===== src/rtl/nn_pkg.sv =====
// Shared helpers and default widths for the NN datapath stages.
package nn_pkg;

    localparam int NN_ACC_BW = 16;
    localparam int NN_OUT_BW = 8;

    typedef struct packed {
        logic signed [63:0] lo;
        logic signed [63:0] hi;
    } sat_range_t;

    function automatic int max_w(input int a, input int b);
        if (a > b) begin
            return a;
        end else begin
            return b;
        end
    endfunction

    // Representable output range: unsigned after ReLU, two's complement otherwise.
    function automatic sat_range_t sat_range(input int out_bw, input bit relu);
        sat_range_t r;
        if (relu) begin
            r.lo = 64'sd0;
            r.hi = (64'sd1 <<< out_bw) - 64'sd1;
        end else begin
            r.lo = -(64'sd1 <<< (out_bw - 1));
            r.hi = (64'sd1 <<< (out_bw - 1)) - 64'sd1;
        end
        return r;
    endfunction

endpackage


===== src/rtl/round_shift_sat.sv =====
// Two-cycle ReLU + round-half-up arithmetic right shift + saturation to OUT_BW.
module round_shift_sat
    import nn_pkg::*;
#(
    parameter int IN_BW    = 17,
    parameter int OUT_BW   = NN_OUT_BW,
    parameter int SHIFT_BW = 4,
    parameter int RELU     = 1
) (
    input  logic                clk,
    input  logic                rst,
    input  logic                vld_in,
    input  logic [IN_BW-1:0]    data_in,
    input  logic [SHIFT_BW-1:0] shift,
    output logic [OUT_BW-1:0]   data_out,
    output logic                vld_out
);

    localparam int X_BW = IN_BW + 1;
    localparam sat_range_t RANGE = sat_range(OUT_BW, RELU != 0);
    localparam logic signed [63:0] SAT_LO = RANGE.lo;
    localparam logic signed [63:0] SAT_HI = RANGE.hi;
    localparam logic [SHIFT_BW-1:0] SH_ONE = {{(SHIFT_BW-1){1'b0}}, 1'b1};
    localparam logic [X_BW-1:0] X_ONE = {{(X_BW-1){1'b0}}, 1'b1};

    logic signed [X_BW-1:0] rnd_s;
    logic signed [X_BW-1:0] x_s;
    logic signed [X_BW-1:0] s2_r;
    logic                   v2_r;
    logic signed [63:0]     s2_wide_s;
    logic [OUT_BW-1:0]      sat_s;

    // ReLU clamp and half-LSB rounding offset ahead of the shift.
    always_comb begin
        rnd_s = {X_BW{1'b0}};
        x_s   = {X_BW{1'b0}};
        if (shift != {SHIFT_BW{1'b0}}) begin
            rnd_s = X_ONE << (shift - SH_ONE);
        end else begin
            rnd_s = {X_BW{1'b0}};
        end
        if ((RELU != 0) && data_in[IN_BW-1]) begin
            x_s = {X_BW{1'b0}};
        end else begin
            x_s = $signed({data_in[IN_BW-1], data_in}) + rnd_s;
        end
    end

    // Stage 2: arithmetic shift; oversized shifts floor to 0 or -1.
    always_ff @(posedge clk) begin
        if (rst) begin
            s2_r <= {X_BW{1'b0}};
            v2_r <= 1'b0;
        end else begin
            s2_r <= x_s >>> shift;
            v2_r <= vld_in;
        end
    end

    // Clamp the shifted value into the output range.
    always_comb begin
        s2_wide_s = $signed({{(64-X_BW){s2_r[X_BW-1]}}, s2_r});
        sat_s     = {OUT_BW{1'b0}};
        if (s2_wide_s > SAT_HI) begin
            sat_s = SAT_HI[OUT_BW-1:0];
        end else if (s2_wide_s < SAT_LO) begin
            sat_s = SAT_LO[OUT_BW-1:0];
        end else begin
            sat_s = s2_wide_s[OUT_BW-1:0];
        end
    end

    // Stage 3: output register holds its value between pulses.
    always_ff @(posedge clk) begin
        if (rst) begin
            data_out <= {OUT_BW{1'b0}};
            vld_out  <= 1'b0;
        end else begin
            vld_out <= v2_r;
            if (v2_r) begin
                data_out <= sat_s;
            end else begin
                data_out <= data_out;
            end
        end
    end

endmodule


===== src/rtl/acc_requant_stage.sv =====
// Captures completed adder-tree sums, adds bias and requantizes to activation width.
module acc_requant_stage
    import nn_pkg::*;
#(
    parameter int LOG2_NO_IN = 1,
    parameter int ACC_BW     = NN_ACC_BW,
    parameter int BIAS_BW    = 16,
    parameter int SHIFT_BW   = 4,
    parameter int OUT_BW     = NN_OUT_BW,
    parameter int RELU       = 1
) (
    input  logic                clk,
    input  logic                rst,
    input  logic                new_sum,
    input  logic [ACC_BW-1:0]   acc_in,
    input  logic [BIAS_BW-1:0]  bias,
    input  logic [SHIFT_BW-1:0] shift,
    output logic [OUT_BW-1:0]   data_out,
    output logic                vld_out
);

    localparam int S1_W = max_w(ACC_BW, BIAS_BW) + 1;

    logic                ns_last_s;
    logic                primed_r;
    logic                capture_s;
    logic [S1_W-1:0]     acc_ext_s;
    logic [S1_W-1:0]     bias_ext_s;
    logic [S1_W-1:0]     s1_r;
    logic [SHIFT_BW-1:0] sh1_r;
    logic                v1_r;

    generate
        if (LOG2_NO_IN > 0) begin : g_dly
            logic [LOG2_NO_IN-1:0] ns_d_r;

            // Mirror the accumulator's pipeline depth on the new_sum strobe.
            always_ff @(posedge clk) begin
                if (rst) begin
                    ns_d_r <= {LOG2_NO_IN{1'b0}};
                end else begin
                    ns_d_r[0] <= new_sum;
                    for (int k = 1; k < LOG2_NO_IN; k++) begin
                        ns_d_r[k] <= ns_d_r[k-1];
                    end
                end
            end

            assign ns_last_s = ns_d_r[LOG2_NO_IN-1];
        end else begin : g_nodly
            assign ns_last_s = new_sum;
        end
    endgenerate

    // The first delayed strobe after reset only opens a sum; later ones close one.
    always_ff @(posedge clk) begin
        if (rst) begin
            primed_r <= 1'b0;
        end else if (ns_last_s) begin
            primed_r <= 1'b1;
        end else begin
            primed_r <= primed_r;
        end
    end

    assign capture_s  = ns_last_s & primed_r;
    assign acc_ext_s  = {{(S1_W-ACC_BW){acc_in[ACC_BW-1]}}, acc_in};
    assign bias_ext_s = {{(S1_W-BIAS_BW){bias[BIAS_BW-1]}}, bias};

    // Stage 1: bias add at one guard bit above the wider operand.
    always_ff @(posedge clk) begin
        if (rst) begin
            s1_r  <= {S1_W{1'b0}};
            sh1_r <= {SHIFT_BW{1'b0}};
            v1_r  <= 1'b0;
        end else begin
            v1_r <= capture_s;
            if (capture_s) begin
                s1_r  <= acc_ext_s + bias_ext_s;
                sh1_r <= shift;
            end else begin
                s1_r  <= s1_r;
                sh1_r <= sh1_r;
            end
        end
    end

    round_shift_sat #(
        .IN_BW   (S1_W),
        .OUT_BW  (OUT_BW),
        .SHIFT_BW(SHIFT_BW),
        .RELU    (RELU)
    ) u_rss (
        .clk     (clk),
        .rst     (rst),
        .vld_in  (v1_r),
        .data_in (s1_r),
        .shift   (sh1_r),
        .data_out(data_out),
        .vld_out (vld_out)
    );

endmodule


===== config.mk =====
export PLATFORM = sky130hd
export DESIGN_NAME = acc_requant_stage
export DESIGN_NICKNAME = d
export VERILOG_FILES = /design/src/rtl/nn_pkg.sv /design/src/rtl/round_shift_sat.sv /design/src/rtl/acc_requant_stage.sv
export SDC_FILE = /design/constraint.sdc
export NUM_CORES = 1
export LEC_CHECK = 0
export BUFFER_PORTS_ARGS = -buffer_cell sky130_fd_sc_hd__buf_2
export CAP_MARGIN = 20
export CELL_PAD_IN_SITES_DETAIL_PLACEMENT = 1
export CELL_PAD_IN_SITES_GLOBAL_PLACEMENT = 1
export CORE_MARGIN = 3
export CORE_UTILIZATION = 44
export DETAILED_ROUTE_END_ITERATION = 16
export GPL_TIMING_DRIVEN = 0
export HOLD_SLACK_MARGIN = 0.12
export PLACE_DENSITY_LB_ADDON = 0.1
export SLEW_MARGIN = 10
export SYNTH_ARGS = -nofsm -noshare
export SYNTH_HDL_FRONTEND = slang
export SYNTH_SLANG_ARGS = --single-unit

===== constraint.sdc =====
create_clock -name clk -period 5.52 [get_ports clk]
set_clock_uncertainty 0.1 [all_clocks]
set_input_delay 1.104 -clock clk [delete_from_list [all_inputs] [get_ports clk]]
set_output_delay 1.104 -clock clk [all_outputs]
set_load 0.01 [all_outputs]

==> flow_metrics.tcl, run 1 <==
set metrics [dict create \
    synth_flop_cell "dfxtp_1" \
    hpwlAfterDp_mm 10.8 \
    post_drt_wl_per_cell_um 18.2 \
    final_cells 733 \
    synth_area_um2 4190 \
    cts_sinks 52 \
    cp_common_cell "clkbuf_1" \
    ctsLongestPathBuffers 2 \
    area_delta_synth_final_pct 12.2 \
    clk_latency_ns 0.31 \
    die_area_um2 10700 \
    final_core_utilization 0.524 \
    initial_core_util 0.467 \
    p_leak_nw 1.98 \
    grt_use_total 0.245 \
    synth_simple_gate_area_frac 0.221 \
    synth_compound_area_frac 0.280 \
    num_vias 4433 \
    seq_power_share 0.486 \
    fmax_mhz 207 \
    power_density_nw_per_um2 171 \
    rsz0062_at_grt "false" \
    route.detailed.drc 0 \
    hold_viol 0 \
    synth_top_family_by_area "compound AO/OA/AOI/OAI gates" \
    dp.cells 724 \
    wirelength_mm 13.4 \
    outcome "finished clean" \
    cap_violations 0 \
    cp-start-kind "flip-flop" \
    dieHeight_um 104 \
    p_sw_mw 0.254 \
    switching_share 0.316 \
    grt_max_degree 19 \
    setup_tns_ns 0 \
    crit_chain "clkbuf_1 -> clkbuf_1 -> nand2_1 -> nor3_1 -> ha_1 -> inv_1 -> fa_1 -> nand2b_1 -> a21o_1 -> a21oi_2 -> a41o_1 -> xor2_1 -> a21oi_1 -> mux4_2 -> o22ai_1" \
    die_x_um 104 \
    drv_slew 0 \
    setup_viol 0 \
    syn_avg_cell_area_um2 7.61 \
    cts_tree "built" \
    core.rowCount 34 \
    ir_drop_mv 0.0979 \
    grt-ovfl-total 0 \
    clock-root-buffer "clkbuf_8" \
    comb_power_share 0.223 \
    gp_congestion 0.903 \
    path_max_fanout 10 \
    cts_resized 0 \
    grt_pass1_wl_mm 22.0 \
    synthAdderAreaFrac 0.105 \
    cp-end-kind "flip-flop" \
    synthMuxAreaShare 0.0612 \
    synth-edff-count 0 \
    port_buffers 47 \
    first_pass_iters 4 \
    io_pins 48 \
    syn-instance-count 550 \
    hold_class "flip-flop to flip-flop" \
    post-route-min-period_ns 4.84 \
    antenna-diode-count 0 \
    reg2reg_from "sh1_r[0]" \
    path_clk_slew_ns 0.10 \
    min_from "v1_r" \
    ys_warn_count 0 \
    core_area_um2 8980 \
    hold_buffers 0 \
    antenna_found_initial 0 \
    drive_above_1_share 0.124 \
    relSlewSlack 0.514 \
    async_reset_ff_frac 0 \
    grt_pass1_vias 4458 \
    htree_levels 2 \
    numCtsBuffers 5 \
    seq_area_frac_synth 0.249 \
    startpoint "sh1_r[0]" \
    vias_per_cell 6.05 \
    worstPathRequired_ns 5.64 \
    clkPwrFrac 0.290 \
    synth_seq_cells 52 \
    p_int_mw 0.550 \
    worstSetupPathType "flip-flop to flip-flop" \
    synthDistinctLibCells 69 \
    cp_slowest_cell "mux4_2" \
    slowest_delay_ns 0.52 \
    worstPathArrival_ns 4.95 \
    finalNetCount 679 \
    min_period_over_period 0.877 \
    worstMarginPinSlew_ns 0.722 \
    antenna_left 0 \
    drt_iter0_markers 206 \
    post_cts_buffers 0 \
    synth_xor_area_frac 0.0293 \
]
## synth_stat cells, types with 3 or more instances
master / n / share of area
and3_1: 9 / 0.013
o22ai_1: 5 / 0.0075
nand4_1: 4 / 0.0060
nor3b_1: 4 / 0.0072
o21ai_0: 26 / 0.031
mux4_2: 3 / 0.016
or4_1: 3 / 0.0054
a32oi_1: 3 / 0.0063
dfxtp_1: 52 / 0.25
nand2_1: 53 / 0.048
xnor2_1: 10 / 0.021
nor2b_1: 7 / 0.010
ha_1: 32 / 0.096
a31oi_1: 10 / 0.015
a21o_1: 8 / 0.014
nor4_1: 3 / 0.0045
o21a_1: 7 / 0.013
o211ai_1: 3 / 0.0054
nand3_1: 10 / 0.012
mux2i_1: 14 / 0.033
nand2b_1: 4 / 0.0060
a211o_1: 5 / 0.010
a211oi_1: 15 / 0.027
and2_1: 5 / 0.0075
or3_1: 3 / 0.0045
o31ai_1: 5 / 0.0090
clkbuf_1: 20 / 0.018
xor2_1: 4 / 0.0084
buf_2: 3 / 0.0036
a2111oi_0: 5 / 0.010
a21oi_1: 57 / 0.068
a22oi_1: 3 / 0.0054
nor3_1: 18 / 0.022
buf_1: 5 / 0.0045
a21boi_0: 4 / 0.0072
inv_1: 25 / 0.022
nor2_1: 63 / 0.056
## worst paths after layout
check / cells past startpoint / to / slack [ns]
max: 15 / u_rss.s2_r[0] / 0.68
min: 1 / u_rss.v2_r / 0.35
max reg2reg: 15 / u_rss.s2_r[0] / 0.68
min reg2reg: 1 / u_rss.v2_r / 0.35
## power by group through the flow
stage	sequential [mW]	combinational, mW	clock (mW)
after global routing	0.392	0.201	0.261
after global placement	0.399	0.171	0
final	0.391	0.179	0.233
after floorplan	0.397	0.123	0
after CTS	0.391	0.178	0.240
after detailed placement	0.399	0.177	0
## metrics by stage
| stage | area [um2] | worst slack, ns | hold slack, ns | power [mW] |
|---|---|---|---|---|
| 6_report | 4700 | 0.682 | 0.350 | 0.803 |
| 5_1_grt | 4700 | 0.348 | 0.371 | 0.855 |
| 4_1_cts | 4680 | 0.513 | 0.358 | 0.809 |
| 3_5_place_dp | 4580 | 0.566 | 0.334 | 0.576 |
| 3_3_place_gp | 4580 | 0.601 | 0.319 | 0.570 |
| 2_1_floorplan | 4190 | 1.60 | 0.314 | 0.520 |
## cells by family after synthesis
logic type / count (synthesis)
DFF: 52
and+or+nand+nor: 195
muxes: 20
AOI/OAI and AO/OA: 177
xor gates and xnor gates: 14
buffers and inverters: 57
other: 1
adders and majority gates: 34
## layer usage
metal  GRT usage  vias up  wire [um]
li1            -     2131          -
met1       0.317     2166       5780
met2       0.425      116       6680
met3      0.0348       20        598
met4      0.0731        0        295
met5           0        -          0
## sequential cells by signal (all words and copies together) (netlist names)
name,flops
s1_r,17
u_rss.s2_r,18
u_rss.v2_r,1
primed_r,1
sh1_r,4
u_rss.vld_out,1
g_dly.ns_d_r,1
u_rss.data_out,8
v1_r,1
## cell usage in the layout (no fill, tap or decap), types with 5 or more instances in the layout
cell and n:
and3_1 9, buf_1 5, buf_2 50, a21oi_1 57, nand2_1 53, a2111oi_0 5, a211o_1 5, clkbuf_1 20
xnor2_1 10, a31oi_1 10, nor2_1 63, nor3_1 18, o21ai_0 26, a21o_1 8, ha_1 32, nand3_1 10
dfxtp_1 52, inv_1 25, mux2i_1 14, nor2b_1 7, and2_1 5, clkbuf_8 5, o31ai_1 5, o21a_1 7
a211oi_1 15, o22ai_1 5
## worst max-delay path, delay by kind of cell, from the launching register on
family                   cells  cell delay, ns
AO/OA/AOI/OAI                5            1.22
buffers and inverters        3            0.93
adder cells (fa/ha/maj)      2            0.63
AND/OR/NAND/NOR              3            0.61
multiplexers                 1            0.52
flip-flops                   1            0.47
XOR/XNOR                     1            0.26
## layout make-up
class / instances / area, um2
Timing Repair Buffer: 48 / 248
Inverter: 27 / 101
Sequential cell: 52 / 1040
Tap cell: 126 / 158
Clock buffer: 5 / 68.8
Multi-Input combinational cell: 442 / 2930
Clock inverter: 3 / 27.5
Fill cell: 1183 / 4280
Buffer: 30 / 125
Power figures use the tool's default switching activity.
==> inputs of run 2 (changes only) <==
--- a/config.mk
+++ b/config.mk
@@ -9,6 +9,7 @@
 export CAP_MARGIN = 20
 export CELL_PAD_IN_SITES_DETAIL_PLACEMENT = 1
 export CELL_PAD_IN_SITES_GLOBAL_PLACEMENT = 1
+export CORE_ASPECT_RATIO = 1.2
 export CORE_MARGIN = 3
 export CORE_UTILIZATION = 44
 export DETAILED_ROUTE_END_ITERATION = 16
==> run 2 against run 1 <==
Against the previous run: largest power group unchanged; die area hardly changed; sequential share of layout area is 0.11 points higher; power is 1.2% lower; routed wire length is 1.7% higher; worst hold slack better by 0.0068 ns; first-iteration DRC count is 36% lower; non-clock buffer count stayed put.
==> flow_metrics.tcl, run 2 (same netlist as run 1, synthesis figures left out) <==
set metrics [dict create \
    outcome "finished clean" \
    setup_viol 0 \
    clk_latency_ns 0.32 \
    cts_resized 0 \
    gp_congestion 0.942 \
    fin_ws_ns 0.618 \
    drt_iter0_markers 131 \
    grt_pass1_vias 4592 \
    worstPathArrival_ns 5.03 \
    worstMarginPinSlew_ns 0.846 \
    hold_viol 0 \
    power_density_nw_per_um2 170 \
    cp-end-kind "flip-flop" \
    dp.cells 719 \
    drv_slew 0 \
    num_vias 4352 \
    crit_chain "clkbuf_1 -> buf_1 -> clkbuf_1 -> nor3_1 -> ha_1 -> and4_2 -> a221o_1 -> a31oi_4 -> xnor2_1 -> o22ai_1 -> a311oi_1 -> a32oi_1 -> a21oi_1" \
    grt-ovfl-total 0 \
    ir_drop_mv 0.0845 \
    dieHeight_um 113 \
    hold_buffers 0 \
    cts_tree "built" \
    post_cts_buffers 0 \
    layout_common_cells "63 x nor2_1, 57 x a21oi_1, 53 x nand2_1, 52 x dfxtp_1, 50 x buf_2" \
    crit_buf_inv 3 \
    rsz0062_at_grt "false" \
    route.detailed.drc 0 \
    min_period_over_period 0.888 \
    p_sw_mw 0.246 \
    cp_common_cell "clkbuf_1" \
    io_pins 48 \
    core.rowCount 38 \
    grt_use_total 0.266 \
    final_core_utilization 0.510 \
    antenna_left 0 \
    clkPwrFrac 0.282 \
    post_drt_wl_per_cell_um 18.7 \
    path_clk_slew_ns 0.10 \
    regMostFlops "u_rss.s2_r" \
    drive_above_1_share 0.122 \
    antenna-diode-count 0 \
    area_delta_synth_final_pct 11.7 \
    largest_register_ff_count 18 \
    fmax_mhz 204 \
    cap_violations 0 \
    p_leak_nw 1.96 \
    port_buffers 47 \
    ctsLongestPathBuffers 2 \
    setup_tns_ns 0 \
    comb_power_share 0.227 \
    dpl_worst_slack_ns 0.698 \
    total_power_mw 0.794 \
    numCtsBuffers 5 \
    seq_power_share 0.491 \
    final_cells 727 \
    first_pass_iters 4 \
    worstPathRequired_ns 5.65 \
    antenna_found_initial 0 \
    htree_levels 2 \
    worstSetupPathType "flip-flop to flip-flop" \
    hpwlAfterDp_mm 11.0 \
    die_area_um2 10700 \
    slowest_delay_ns 0.57 \
    switching_share 0.310 \
    placed_cell_area_um2 4590 \
    hold_ws_ns 0.356 \
    core_area_um2 9180 \
    cp-start-kind "flip-flop" \
    p_int_mw 0.548 \
    clock-root-buffer "clkbuf_8" \
    grt_max_degree 17 \
    fin_area_um2 4680 \
    grt_pass1_wl_mm 22.4 \
    vias_per_cell 5.99 \
    finalNetCount 679 \
    top_regs "u_rss.s2_r: 18 flops, s1_r: 17 flops, u_rss.data_out: 8 flops" \
    initial_core_util 0.456 \
    hold_class "flip-flop to flip-flop" \
    post-route-min-period_ns 4.90 \
    path_max_fanout 10 \
    cts_sinks 52 \
    wirelength_mm 13.6 \
    relSlewSlack 0.421 \
    die_x_um 95.1 \
    cp_top_family "compound AO/OA/AOI/OAI gates" \
    final_common_cell "nor2_1" \
    cp_slowest_cell "clkbuf_1" \
]
run 2: worst register-to-register path, delay by kind of cell, from the launching register on:
family,cells,cell delay (ns)
compound gates,6,1.75
xor+xnor,1,0.33
fa+ha+maj,1,0.40
buf+inv,3,1.41
flops,1,0.44
simple gates,2,0.40
run 2: layout make-up:
class                   instances  area [um2]
fillers                      1182        4500
multi-input cells             442        2920
flip-flops and latches         52        1040
repair buffers                 48         246
well taps                     120         150
plain buffers                  30         125
inverters                      27         101
clock buffers                   6        72.6
clock inverters                 2        16.3
run 2: power groups by stage:
stage | registers, mW | clock network, mW | logic, mW
floorplan | 0.397 | 0 | 0.123
global placement | 0.398 | 0 | 0.171
detailed placement | 0.399 | 0 | 0.180
CTS | 0.390 | 0.231 | 0.181
global route | 0.391 | 0.247 | 0.204
finish | 0.390 | 0.224 | 0.180
run 2: final timing paths:
path | startpoint | to | slack (ns) | cells past startpoint
worst max-delay path | sh1_r[2] | u_rss.s2_r[5] | 0.62 | 13
worst min-delay path | v1_r | u_rss.v2_r | 0.36 | 1
worst max register to register | sh1_r[2] | u_rss.s2_r[5] | 0.62 | 13
worst min register to register | v1_r | u_rss.v2_r | 0.36 | 1
run 2: per-layer routing:
metal / up-vias / GRT usage / wire length (um)
met1: 2097 / 0.292 / 5490
met2: 92 / 0.495 / 7170
met3: 36 / 0.0319 / 389
met4: 0 / 0.123 / 543
li1: 2127 / - / -
met5: - / 0 / 0
==> inputs of run 3 (changes only) <==
--- a/config.mk
+++ b/config.mk
@@ -13,9 +13,9 @@
 export CORE_MARGIN = 3
 export CORE_UTILIZATION = 44
 export DETAILED_ROUTE_END_ITERATION = 16
-export GPL_TIMING_DRIVEN = 0
 export HOLD_SLACK_MARGIN = 0.12
 export PLACE_DENSITY_LB_ADDON = 0.1
+export RECOVER_POWER = 100
 export SLEW_MARGIN = 10
 export SYNTH_ARGS = -nofsm -noshare
 export SYNTH_HDL_FRONTEND = slang
==> run 3 against run 2 <==
Against the previous run: the flow now finishes with violations (max-capacitance violations, max-slew violations); cell count fell by 3.4%; setup slack gained 0.19 ns; largest cell class unchanged; register-to-register slack better by 0.19 ns; power up 5.7%; sequential power grew 1%; fmax grew 4.0%; clock power grew 23%; design area shrank 1.8%; worst hold slack gained 0.0075 ns; non-clock buffer count fell by 25; critical path type unchanged; critical path depth did not move.
==> flow_metrics.tcl, run 3 (same netlist as run 1, synthesis figures left out) <==
set metrics [dict create \
    core_area_um2 9180 \
    final_core_utilization 0.500 \
    power_density_nw_per_um2 183 \
    hold_buffers 0 \
    first_pass_iters 6 \
    grt_util_met3 0.0266 \
    slowest_delay_ns 0.90 \
    port_buffers 47 \
    met2_usage 0.451 \
    ir_drop_mv 0.0997 \
    rsz0062_at_grt "false" \
    cts_tree "built" \
    ctsLongestPathBuffers 2 \
    top_usage_layer "met2" \
    cp-start-kind "flip-flop" \
    worstPathArrival_ns 4.88 \
    antenna_left 0 \
    area_delta_synth_final_pct 9.65 \
    numCtsBuffers 5 \
    gp_congestion 0.935 \
    setup_viol 0 \
    htree_levels 2 \
    grt_pass1_vias 4482 \
    worstMarginPinSlew_ns 1.80 \
    hpwlAfterDp_mm 9.91 \
    cts_resized 0 \
    grt_pass1_wl_mm 21.1 \
    final_common_cell "nor2_1" \
    top_regs "u_rss.s2_r: 18 flops, s1_r: 17 flops, u_rss.data_out: 8 flops" \
    crit_buf_inv 2 \
    relSlewSlack -0.203 \
    comb_power_share 0.202 \
    p_int_mw 0.592 \
    clkPwrFrac 0.328 \
    post_cts_buffers 0 \
    violations "max-capacitance violations, max-slew violations" \
    worstSetupPathType "flip-flop to flip-flop" \
    post_drt_wl_per_cell_um 17.9 \
    crit_chain "inv_1 -> clkbuf_2 -> nand2_1 -> nor3_1 -> ha_1 -> and4_2 -> a221o_1 -> a31oi_4 -> xnor2_1 -> nor2_1 -> or4_1 -> a211oi_1 -> a311o_1" \
    dieHeight_um 113 \
    die_x_um 95.1 \
    post-route-min-period_ns 4.72 \
    route.detailed.drc 0 \
    cts_sinks 52 \
    p_sw_mw 0.247 \
    clk_latency_ns 0.32 \
    antenna_found_initial 0 \
    cp-end-kind "flip-flop" \
    drv_slew 41 \
    p_leak_nw 1.89 \
    regMostFlops "u_rss.s2_r" \
    fmax_mhz 212 \
    min_period_over_period 0.854 \
    regArea_um2 1040 \
    drt_iter0_markers 129 \
    path_clk_slew_ns 0.10 \
    grt-ovfl-total 0 \
    antenna-diode-count 0 \
    seq_power_share 0.471 \
    clock-root-buffer "clkbuf_8" \
    cp_slowest_cell "dfxtp_1" \
    core.rowCount 38 \
    cp_top_family "compound AO/OA/AOI/OAI gates" \
    hold_viol 0 \
    path_max_fanout 24 \
    setup_tns_ns 0 \
    io_pins 48 \
    fillCellCount 1204 \
    initial_core_util 0.456 \
    vias_per_cell 6.08 \
    layout_common_cells "63 x nor2_1, 58 x a21oi_1, 53 x nand2_1, 52 x dfxtp_1, 36 x buf_2" \
    num_vias 4268 \
    cap_violations 1 \
    multiInputGateArea_um2 2920 \
    finalNetCount 654 \
    grt_use_total 0.243 \
    hold_class "flip-flop to flip-flop" \
    switching_share 0.294 \
    worstPathRequired_ns 5.68 \
    largest_register_ff_count 18 \
    grt_max_degree 41 \
    grtUsageMet1 0.272 \
    drive_above_1_share 0.105 \
    die_area_um2 10700 \
    outcome "finished with violations" \
    wirelength_mm 12.6 \
]
-- run 3: changes by cell type in the layout (fill, tap and decap cells not counted), moves of 5 or more --
cell and change:
buf_2 -14, clkbuf_1 -10, buf_4 +5, buf_1 -5
-- run 3: worst register-to-register path, stage by stage, from the launching register on --
cell and delay (ns):
dfxtp_1 0.90, inv_1 0.15, clkbuf_2 0.36, nand2_1 0.25, nor3_1 0.07, ha_1 0.41, and4_2 0.27, a221o_1 0.39
a31oi_4 0.22, xnor2_1 0.30, nor2_1 0.09, or4_1 0.52, a211oi_1 0.44, a311o_1 0.18
-- run 3: path summary, 6_finish.rpt --
| kind | from | end | slack (ns) | cells past startpoint |
|---|---|---|---|---|
| setup / recovery | sh1_r[0] | u_rss.s2_r[2] | 0.80 | 13 |
| hold / removal | v1_r | u_rss.v2_r | 0.36 | 1 |
| setup reg to reg | sh1_r[0] | u_rss.s2_r[2] | 0.80 | 13 |
| hold reg to reg | v1_r | u_rss.v2_r | 0.36 | 1 |
-- run 3: area by class of cell --
type | count | area share
Clock buffer | 5 | 0.0150
Tap cell | 120 | 0.0327
Sequential cell | 52 | 0.227
Inverter | 27 | 0.0221
Timing Repair Buffer | 53 | 0.0575
Multi-Input combinational cell | 442 | 0.636
Clock inverter | 3 | 0.0101
-- run 3: power by group through the flow --
stage                     registers, mW  clock network [mW]  logic [mW]
final                             0.395               0.275       0.169
after detailed placement          0.404                   0       0.170
after floorplan                   0.397                   0       0.123
after global routing              0.397               0.302       0.192
after CTS                         0.395               0.282       0.171
after global placement            0.403                   0       0.164
-- run 3: routing by layer --
metal / share of wire / up-vias
met2: 0.52 / 90
li1: - / 2082
met3: 0.030 / 30
met4: 0.043 / 0
met5: 0 / -
met1: 0.41 / 2066
-- run 3: stage by stage --
step                hold WS [ns]  setup slack, ns  std cells  power (mW)  area, um2
floorplan                  0.314             1.60        551       0.520       4190
global placement           0.318             1.23        694       0.567       4500
detailed placement         0.354             1.09        694       0.574       4500
CTS                        0.369             1.06        702       0.848       4610
global route               0.390            0.587        702       0.891       4590
finish                     0.364            0.805        702       0.839       4590
